==> src/rtl/scan_sequencer_if.sv <==
// Beat and control bundle between the frame scan generator and the pixel pipeline.
interface scan_sequencer_if #(
    parameter int LAYER_DEPTH = 5,
    parameter int X_DEPTH     = 9,
    parameter int Y_DEPTH     = 9
);
    logic                   start;
    logic                   continuous;
    logic                   abort;
    logic [LAYER_DEPTH:0]   num_layers_cfg;
    logic                   skip_pixel;
    logic                   out_ready;
    logic                   out_valid;
    logic [LAYER_DEPTH-1:0] layer;
    logic [X_DEPTH-1:0]     x;
    logic [Y_DEPTH-1:0]     y;
    logic                   sof;
    logic                   eol;
    logic                   eof;
    logic                   last_layer;
    logic                   busy;
    logic                   frame_done;

    modport master (
        input  start, continuous, abort, num_layers_cfg, skip_pixel, out_ready,
        output out_valid, layer, x, y, sof, eol, eof, last_layer, busy, frame_done
    );

    modport slave (
        output start, continuous, abort, num_layers_cfg, skip_pixel, out_ready,
        input  out_valid, layer, x, y, sof, eol, eof, last_layer, busy, frame_done
    );
endinterface

==> src/rtl/scan_sequencer.sv <==
// Frame scan generator: one (layer,x,y) beat per cycle, first beat one cycle after start.
// Counters and flags hold while out_ready is low; frame_done pulses the cycle after the last beat.
module scan_sequencer #(
    parameter int HOR_PIX     = 480,
    parameter int VER_PIX     = 272,
    parameter int NUM_LAYERS  = 32,
    parameter int X_DEPTH     = $clog2(HOR_PIX),
    parameter int Y_DEPTH     = $clog2(VER_PIX),
    parameter int LAYER_DEPTH = $clog2(NUM_LAYERS)
) (
    input  logic             clk,
    input  logic             rst,
    scan_sequencer_if.master seq_if
);
    typedef enum logic {S_IDLE = 1'b0, S_RUN = 1'b1} state_t;

    // Bounds held one bit wider so the compares cannot alias on power-of-two sizes.
    localparam logic [X_DEPTH:0]     X_LAST     = (X_DEPTH+1)'(HOR_PIX - 1);
    localparam logic [Y_DEPTH:0]     Y_LAST     = (Y_DEPTH+1)'(VER_PIX - 1);
    localparam logic [LAYER_DEPTH:0] LAYERS_MAX = (LAYER_DEPTH+1)'(NUM_LAYERS);

    state_t                 state_q, state_d;
    logic [LAYER_DEPTH-1:0] layer_q, layer_d;
    logic [X_DEPTH-1:0]     x_q, x_d;
    logic [Y_DEPTH-1:0]     y_q, y_d;
    logic [LAYER_DEPTH:0]   active_q, active_d;
    logic                   done_q, done_d;

    logic                   eol, eof, last_layer, accept, pixel_end;
    logic [LAYER_DEPTH:0]   cfg_clamped;

    assign eol        = ({1'b0, x_q} == X_LAST);
    assign eof        = eol && ({1'b0, y_q} == Y_LAST);
    assign last_layer = (({1'b0, layer_q} + (LAYER_DEPTH+1)'(1)) == active_q);
    assign accept     = (state_q == S_RUN) && seq_if.out_ready;
    assign pixel_end  = last_layer || seq_if.skip_pixel;

    assign cfg_clamped = ((seq_if.num_layers_cfg == '0) || (seq_if.num_layers_cfg > LAYERS_MAX))
                         ? LAYERS_MAX : seq_if.num_layers_cfg;

    always_ff @(posedge clk or negedge rst) begin
        if (!rst) begin
            state_q  <= S_IDLE;
            layer_q  <= '0;
            x_q      <= '0;
            y_q      <= '0;
            active_q <= LAYERS_MAX;
            done_q   <= 1'b0;
        end else begin
            state_q  <= state_d;
            layer_q  <= layer_d;
            x_q      <= x_d;
            y_q      <= y_d;
            active_q <= active_d;
            done_q   <= done_d;
        end
    end

    always_comb begin
        state_d  = state_q;
        layer_d  = layer_q;
        x_d      = x_q;
        y_d      = y_q;
        active_d = active_q;
        done_d   = 1'b0;

        if (seq_if.abort) begin
            state_d = S_IDLE;
            layer_d = '0;
            x_d     = '0;
            y_d     = '0;
        end else begin
            case (state_q)
                S_IDLE: begin
                    if (seq_if.start) begin
                        state_d  = S_RUN;
                        layer_d  = '0;
                        x_d      = '0;
                        y_d      = '0;
                        active_d = cfg_clamped;
                    end
                end
                S_RUN: begin
                    if (accept) begin
                        if (!pixel_end) begin
                            layer_d = layer_q + LAYER_DEPTH'(1);
                        end else if (!eol) begin
                            layer_d = '0;
                            x_d     = x_q + X_DEPTH'(1);
                        end else if (!eof) begin
                            layer_d = '0;
                            x_d     = '0;
                            y_d     = y_q + Y_DEPTH'(1);
                        end else begin
                            layer_d = '0;
                            x_d     = '0;
                            y_d     = '0;
                            done_d  = 1'b1;
                            if (seq_if.continuous) begin
                                active_d = cfg_clamped;
                            end else begin
                                state_d = S_IDLE;
                            end
                        end
                    end
                end
                default: state_d = S_IDLE;
            endcase
        end
    end

    assign seq_if.out_valid  = (state_q == S_RUN);
    assign seq_if.busy       = (state_q == S_RUN);
    assign seq_if.layer      = layer_q;
    assign seq_if.x          = x_q;
    assign seq_if.y          = y_q;
    assign seq_if.sof        = (layer_q == '0) && (x_q == '0) && (y_q == '0);
    assign seq_if.eol        = eol;
    assign seq_if.eof        = eof;
    assign seq_if.last_layer = last_layer;
    assign seq_if.frame_done = done_q;
endmodule
==> src/flat_wrapper.sv <==
// flat-port wrapper written by rule: the top's interface ports become plain ports
module scan_sequencer_flat 
#(
    parameter int HOR_PIX     = 480,
    parameter int VER_PIX     = 272,
    parameter int NUM_LAYERS  = 32,
    parameter int X_DEPTH     = $clog2(HOR_PIX),
    parameter int Y_DEPTH     = $clog2(VER_PIX),
    parameter int LAYER_DEPTH = $clog2(NUM_LAYERS)
)
  (clk, rst, seq_if_start, seq_if_continuous, seq_if_abort, seq_if_num_layers_cfg, seq_if_skip_pixel, seq_if_out_ready, seq_if_out_valid, seq_if_layer, seq_if_x, seq_if_y, seq_if_sof, seq_if_eol, seq_if_eof, seq_if_last_layer, seq_if_busy, seq_if_frame_done);
  scan_sequencer_if #(.LAYER_DEPTH(LAYER_DEPTH), .X_DEPTH(X_DEPTH), .Y_DEPTH(Y_DEPTH)) seq_if_i ();
  input  logic clk;
  input  logic rst;
  input wire logic [$bits(seq_if_i.start)-1:0] seq_if_start;
  input wire logic [$bits(seq_if_i.continuous)-1:0] seq_if_continuous;
  input wire logic [$bits(seq_if_i.abort)-1:0] seq_if_abort;
  input wire logic [$bits(seq_if_i.num_layers_cfg)-1:0] seq_if_num_layers_cfg;
  input wire logic [$bits(seq_if_i.skip_pixel)-1:0] seq_if_skip_pixel;
  input wire logic [$bits(seq_if_i.out_ready)-1:0] seq_if_out_ready;
  output wire logic [$bits(seq_if_i.out_valid)-1:0] seq_if_out_valid;
  output wire logic [$bits(seq_if_i.layer)-1:0] seq_if_layer;
  output wire logic [$bits(seq_if_i.x)-1:0] seq_if_x;
  output wire logic [$bits(seq_if_i.y)-1:0] seq_if_y;
  output wire logic [$bits(seq_if_i.sof)-1:0] seq_if_sof;
  output wire logic [$bits(seq_if_i.eol)-1:0] seq_if_eol;
  output wire logic [$bits(seq_if_i.eof)-1:0] seq_if_eof;
  output wire logic [$bits(seq_if_i.last_layer)-1:0] seq_if_last_layer;
  output wire logic [$bits(seq_if_i.busy)-1:0] seq_if_busy;
  output wire logic [$bits(seq_if_i.frame_done)-1:0] seq_if_frame_done;
  assign seq_if_i.start = seq_if_start;
  assign seq_if_i.continuous = seq_if_continuous;
  assign seq_if_i.abort = seq_if_abort;
  assign seq_if_i.num_layers_cfg = seq_if_num_layers_cfg;
  assign seq_if_i.skip_pixel = seq_if_skip_pixel;
  assign seq_if_i.out_ready = seq_if_out_ready;
  assign seq_if_out_valid = seq_if_i.out_valid;
  assign seq_if_layer = seq_if_i.layer;
  assign seq_if_x = seq_if_i.x;
  assign seq_if_y = seq_if_i.y;
  assign seq_if_sof = seq_if_i.sof;
  assign seq_if_eol = seq_if_i.eol;
  assign seq_if_eof = seq_if_i.eof;
  assign seq_if_last_layer = seq_if_i.last_layer;
  assign seq_if_busy = seq_if_i.busy;
  assign seq_if_frame_done = seq_if_i.frame_done;
  scan_sequencer #(.HOR_PIX(HOR_PIX), .VER_PIX(VER_PIX), .NUM_LAYERS(NUM_LAYERS), .X_DEPTH(X_DEPTH), .Y_DEPTH(Y_DEPTH), .LAYER_DEPTH(LAYER_DEPTH)) u_core (.clk(clk), .rst(rst), .seq_if(seq_if_i));
endmodule
==> config.mk <==
export PLATFORM = sky130hd
export DESIGN_NAME = scan_sequencer_flat
export DESIGN_NICKNAME = d
export VERILOG_FILES = /design/src/rtl/scan_sequencer_if.sv /design/src/rtl/scan_sequencer.sv /design/src/flat_wrapper.sv
export SDC_FILE = /design/constraint.sdc
export NUM_CORES = 1
export LEC_CHECK = 0
export CORE_MARGIN = 2
export CORE_UTILIZATION = 35
export DETAILED_ROUTE_END_ITERATION = 10
export RECOVER_POWER = 25
export SLEW_MARGIN = 5
export SYNTH_ARGS = -nofsm -noshare
export SYNTH_HDL_FRONTEND = slang
export SYNTH_SLANG_ARGS = --single-unit
==> constraint.sdc <==
create_clock -name clk -period 3.85 [get_ports clk]
set_clock_uncertainty 0.2 [all_clocks]
set_input_delay 0.9625 -clock clk [delete_from_list [all_inputs] [get_ports clk]]
set_output_delay 0.9625 -clock clk [all_outputs]
set_load 0.02 [all_outputs]
==> summary.txt <==
Worst setup path
  • Critical Path AT: 2500 ps
  • Max FO, Critical Path: 7
  • WP data required: 2690 ps
  • Kind of critical path: register to output port
  • Crit-path slowest cell: clkdlybuf4s50_1
  • Crit path cell chain: ha_1, and4_1, nand4_1, nor2_1, clkdlybuf4s50_1
  • Setup crit end kind: output port
  • CP startpoint kind: register
  • Worst path max stage delay: 690 ps

Clock tree
  • CTS tree: done
  • Hold Buf Count CTS: 0
  • Post-CTS setup buffer count: 0
  • Sink Count: 31
  • Total CTS buffers: 5
  • H-tree lvl count: 2
  • CTS Root Cell: clkbuf_8
  • Clock latency on the worst-skew pair: 290 ps
  • Worst-path clk slew: 70 ps
  • Max Root-Sink Buffers: 2

Die
  • Initial core utilization: 0.3610
  • Top Ports: 43
  • Die Y: 79.13 um
  • Die ar.: 6262 um^2
  • Core footprint: 5473 um^2
  • # rows: 27
  • Die W: 79.13 um

Logic synthesis
  • Mapped Nets: 229
  • Yosys synthesis warning count: 0
  • Yosys cell types: 43
  • Ys async rst share: 1.000
  • Seq/Total Area, Yosys: 0.3933
  • Number of flops mapped to enable cells by yosys: 0
  • FF+latch count, synth: 31
  • Mapped cell area: 1976 um^2
  • Yosys top cell area share: 0.3800
  • Gate Count Post-Synth: 210
  • Top cells by area, synth: dfrtp_1, o31ai_1, o21ai_0
  • Mean Syn Cell Area: 9.408 um^2
  • Area leader, netlist: dfrtp_1
  • Synth Flop Type: dfrtp_1

Route
  • Total Wirelength: 4.949 mm
  • Via density: 5.324
  • Antenna-violating nets left: 0
  • Drt wl/cell: 15.00 um
  • Drt pass-1 iters: 4
  • DRC Markers: 0
  • Via count: 1757
  • DRT iter0 DRCs: 176

STA
  • Hold Slack: 334.5 ps
  • Max-Slew Margin vs Limit: -0.1330
  • Setup WS post-layout: 186.3 ps
  • Final setup TNS: 0 ps
  • Setup-failing EPs final: 0
  • Actual slew at the worst max-slew pin: 1700 ps
  • Pins Over Slew Limit: 32
  • Final Hold Viols: 0
  • Final period util: 0.9516
  • Unrepaired setup endpoints after global routing: no
  • Max Clk Rate: 0.2729 GHz
  • Final Critical Period: 3664 ps

Pwr
  • Leak Pwr: 1.076 nW
  • Worst vdd ir: 0.0001335 V
  • Power per cell area: 288.3 nW/um^2

Place
  • Port bufs: 42
  • DP HPWL: 3.655 mm
  • Final GP Congestion: 0.8413
  • Placed cell count: 322
  • Place WS: 454.9 ps

Final layout
  • Layout net count: 276
  • Layout cells sized above 1: 0.1085
  • Non-Filler Instances: 330
  • Most common cell after layout, fill and taps aside: clkdlybuf4s50_1
  • Most frequent cells in the layout: clkdlybuf4s50_1, dfrtp_1, o31ai_1, nor2_1, o21ai_0
  • Ant diodes: 0
  • P&R area growth vs syn: 29.45%

GRT
  • Largest net degree at the start of global routing: 32
  • First-pass GRT wire length: 8.293 mm
  • Antenna violations before repair: 0
  • Grt ovf: 0
  • Vias in the first global route: 1721
  • Gr usage total: 0.1707

Run status
  • Status: finished with violations
  • Failing checks: capacitance limit, slew limit

Worst hold path
  • Worst hold path type: register to register

Run
  • Max_cap viols: 1
[registers in the layout, indices dropped and copies added (netlist names)]
| signal | cells |
|---|---|
| u_core.seq_if.y | 9 |
| u_core.seq_if.x | 9 |
| u_core.seq_if.frame_done | 1 |
| u_core.active_q | 6 |
| u_core.seq_if.busy | 1 |
| u_core.seq_if.layer | 5 |
[critical path, delay by kind of cell (launching register included)]
kind | cells | cell delay [ps]
AND/OR/NAND/NOR | 3 | 860
buffers and inverters | 1 | 690
flip-flops | 1 | 430
adder cells (fa/ha/maj) | 1 | 240
[power by group]
group / switching (mW) / leakage, nW / internal, mW / total (mW)
registers: 0.0139 / 0.421 / 0.340 / 0.354
logic: 0.0725 / 0.608 / 0.0576 / 0.130
clock network: 0.130 / 0.0477 / 0.124 / 0.253
[metal layers]
layer,GRT usage,vias up,routed length [um]
met5,0,-,0
met4,0.06379,0,64
met3,0.04432,6,229
met2,0.2839,44,2416
met1,0.2124,840,2238
li1,-,867,-
[stage by stage]
step                power (mW)  cell area, um^2    util
detailed placement      0.4914             2476  0.4524
CTS                     0.7496             2560  0.4678
global route            0.7750             2557  0.4673
floorplan               0.4371             1976       -
global placement        0.4901             2476  0.4524
finish                  0.7374             2557  0.4673
[synth_stat cells (2+ instances only)]
master	instances
dfrtp_1	30
o31ai_1	20
nor2_1	19
o21ai_0	16
nand3_1	14
nand2_1	13
and3_1	10
inv_1	10
nor2b_1	9
nand2b_1	7
ha_1	6
mux2_2	6
nor4b_1	4
xnor2_1	4
xor2_1	4
nand4_1	3
o41ai_1	3
a31oi_4	2
buf_4	2
buf_6	2
nor3_1	2
nor4_1	2
or3_1	2
[logic make-up (layout without fill, tap and decap cells)]
| group | Yosys count | after routing | share of synthesized area |
|---|---|---|---|
| compound gates | 49 | 49 | 0.1830 |
| xor+xnor | 9 | 9 | 0.04940 |
| fa+ha+maj | 6 | 6 | 0.03800 |
| buf+inv | 16 | 64 | 0.04243 |
| flops | 31 | 31 | 0.3933 |
| mux | 7 | 7 | 0.03926 |
| simple gates | 92 | 92 | 0.2546 |
[final timing paths]
| path | cells past startpoint | slack, ps | start | end |
|---|---|---|---|---|
| worst max-delay path | 5 | 190 | u_core.seq_if.x[0]$_DFFE_PN0P_ | seq_if_eof |
| worst max register to register | 7 | 1230 | u_core.seq_if.layer[0]$_DFFE_PN0P_ | u_core.seq_if.y[8]$_DFFE_PN0P_ |
| min in group asynchronous | 2 | 1450 | rst | u_core.seq_if.x[4]$_DFFE_PN0P_ |
| worst min register to register | 1 | 330 | u_core.active_q[0]$_DFFE_PN0P_ | u_core.active_q[0]$_DFFE_PN0P_ |
| max in group asynchronous | 2 | 890 | rst | u_core.seq_if.layer[0]$_DFFE_PN0P_ |
| worst min-delay path | 1 | 330 | u_core.active_q[0]$_DFFE_PN0P_ | u_core.active_q[0]$_DFFE_PN0P_ |
[layout make-up]
class / count / area, um^2
fill: 554 / 2915
clock buffer: 5 / 68.82
multi-input combinational: 163 / 1121
sequential: 31 / 778.2
tap: 72 / 90.09
inverter: 10 / 37.54
clock inverter: 3 / 15.01
timing repair buffer: 46 / 446.7
[what timing repair did]
action / in CTS / in global routing
setup endpoints to repair: 0 / 1
gates resized for setup: 0 / 1
endpoints found under the hold margin: 0 / 0
Power figures use the tool's default switching activity.
==> RTL edit (config.mk and constraints unchanged) <==
Make the reset (`rst`) synchronous in one clocked block.
--- a/src/rtl/scan_sequencer.sv
+++ b/src/rtl/scan_sequencer.sv
@@ -40,3 +40,3 @@
 
-    always_ff @(posedge clk or negedge rst) begin
+    always_ff @(posedge clk) begin
         if (!rst) begin
Formal check against the unedited RTL: differs if rst is asserted again (counterexample within 4 cycles, from zero or initial values and one cycle with rst low); with rst held inactive, the same outputs for 4 cycles.
==> RTL edit against the original RTL <==
  * Final area is 0.64% lower
  * Area after synthesis decreased by 1.1%
  * Critical path type unchanged
  * Hold slack lost 46 ps
  * Sequential cell count did not move
  * Worst setup slack better by 41 ps
  * Global-route usage rose by 0.49 points
  * Combinational power is 50% lower
  * Clock power rose by 36%
  * Routed wire length up 5.5%
  * Power about the same
  * Utilization about the same
==> RTL edit: results (changes against the original RTL) <==
- Outcome: completed
- P_sw: 0.176 mW (-19%)
- First-pass GRT wire length: 8660 um (+4.4%)
- Worst-path fanout max: 6 (-1)
- Hold_sp: u_core.active_q[0]$_SDFFE_PN0P_
- HP Class: reg2reg
- Crit-path max cell delay: 600 ps (-90 ps)
- GRT Util Overall: 17.6% (+0.49 points)
- CTS max path bufs: 2 (unchanged)
- Top cells by count, synth: dfxtp_1 (31), nand2_1 (22), nor2_1 (18), nand3_1 (16), a21oi_1 (15)
- Max-Slew Margin vs Limit: 46.5% (+60 points)
- Hold endpoint: u_core.active_q[0]$_SDFFE_PN0P_
- Metal2 WL: 2510 um (+3.8%)
- CTS root buf: clkbuf_8
- R2R Path Start: u_core.seq_if.layer[2]$_SDFFE_PP0P_
- Initial antenna violation count: 0 (unchanged)
- Number of distinct library cells after synthesis: 54 (+26%)
- Area contributors post-synth: dfxtp_1 (32%), nand2_1 (4.2%), nand3_1 (4.1%), a21oi_1 (3.8%), ha_1 (3.8%)
- Worst Setup EP: seq_if_last_layer
- Critical-path cell with the highest stage delay: clkdlybuf4s50_1
- Ys async rst share: 0% (-100 points)
- Lkg Pwr: 0.922 nW (-14%)
- Layout Nets: 311 (+13%)
- R2r setup slk: 980 ps (-250 ps)
- Proportion of layout cells with a drive suffix above 1: 7.17% (-3.7 points)
- Critical Path Source: u_core.seq_if.layer[0]$_SDFFE_PP0P_
- Clock Latency Late Sink: 290 ps (about the same)
- IO buf count: 42 (unchanged)
- Cell family with most CP delay: buffers and inverters
- R2r endpoint: u_core.seq_if.y[2]$_SDFFE_PP0P_
- Iter 0 DRT Violations: 133 (-24%)
- Largest net degree at the start of global routing: 17 (-47%)
- Met1 WL: 2390 um (+6.6%)
- WL met3: 233 um (+1.7%)
- DP Wirelength: 3820 um (+4.4%)
- Hold Path Cell Cnt: 2 (+1)
- Maximum VDD drop: 0.000163 V (+22%)
- Fillers: 566 (+2.2%)
- Main synth FF type: dfxtp_1
- Vias: 1985 (+13%)
- Syn Nets: 270 (+18%)
- M1 GR Usage: 21.7% (+0.45 points)
- Clock network power share: 46.7% (+12 points)
- Post-placement cell count: 357 (+11%)
- Seq pwr: 0.328 mW (-7.3%)
- Reg2reg path depth: 6 (-1)
- Post-synthesis sequential area ratio: 31.8% (-7.6 points)
- Cells after synthesis: 251 (+20%)
- Met3 GRT Util: 3.52% (-0.91 points)
- Pre-antenna DRT Iters: 4 (unchanged)
- H-tree Lvls: 2 (unchanged)
- Via/cell ratio: 5.44 (+2.1%)
- Ys Warns: 0 (unchanged)
- Drt total wl: 5220 um (+5.5%)
- Met2 usage: 29.7% (+1.4 points)
- Crit path DAT: 2460 ps (-40 ps)
- # Post-CTS Setup Buffers: 0 (unchanged)
- Routability congestion estimate: 0.797 (-5.2%)
- Vias in the first global route: 1808 (+5.1%)
[RTL edit: changes by cell type after synthesis, moves of 6 or more]
cell,before,now
a41oi_1,0,7
dfrtp_1,30,0
nand2_1,13,22
o31ai_1,20,0
a21oi_1,1,15
mux2_2,6,0
dfxtp_1,0,31
nor3_1,2,10
[RTL edit: area by class of cell]
type                       instances  share of cell area (%)
clock buffer                       6                    3.25
clock inverter                     2                    1.38
inverter                          14                    2.07
multi-input combinational        195                    47.9
sequential                        31                    24.4
tap                               72                    3.55
timing repair buffer              45                    17.4
[RTL edit: through the flow]
stage / utilization, % / hold WS (ps) / worst slack (ps) / instance area [um2] / power [mW]
after floorplan: - / 255 / 940 / 1950 / 0.372
after global placement: 44.6 / 272 / 545 / 2430 / 0.400
after detailed placement: 44.6 / 278 / 526 / 2430 / 0.401
after CTS: 46.8 / 288 / 182 / 2540 / 0.746
after global routing: 46.7 / 317 / 30.4 / 2540 / 0.767
final: 46.7 / 289 / 227 / 2540 / 0.737
[RTL edit: worst register-to-register path: stages (launching register included)]
cell and delay [ps]:
dfxtp_1 530, nand3_2 190, or3_1 400, and4_1 250, a21oi_1 640, o211ai_2 360, o211ai_1 250
[RTL edit: logic make-up (layout without fill, tap and decap cells)]
| kind of cell | count (synthesis) | count (layout) | synth area share (%) |
|---|---|---|---|
| buffers and inverters | 25 | 67 | 5.76 |
| and+or+nand+nor | 123 | 123 | 34.7 |
| adders and majority gates | 6 | 6 | 3.84 |
| xor gates and xnor gates | 10 | 10 | 4.48 |
| DFF | 31 | 31 | 31.8 |
| muxes | 1 | 1 | 0.512 |
| AOI/OAI and AO/OA | 55 | 55 | 19.0 |
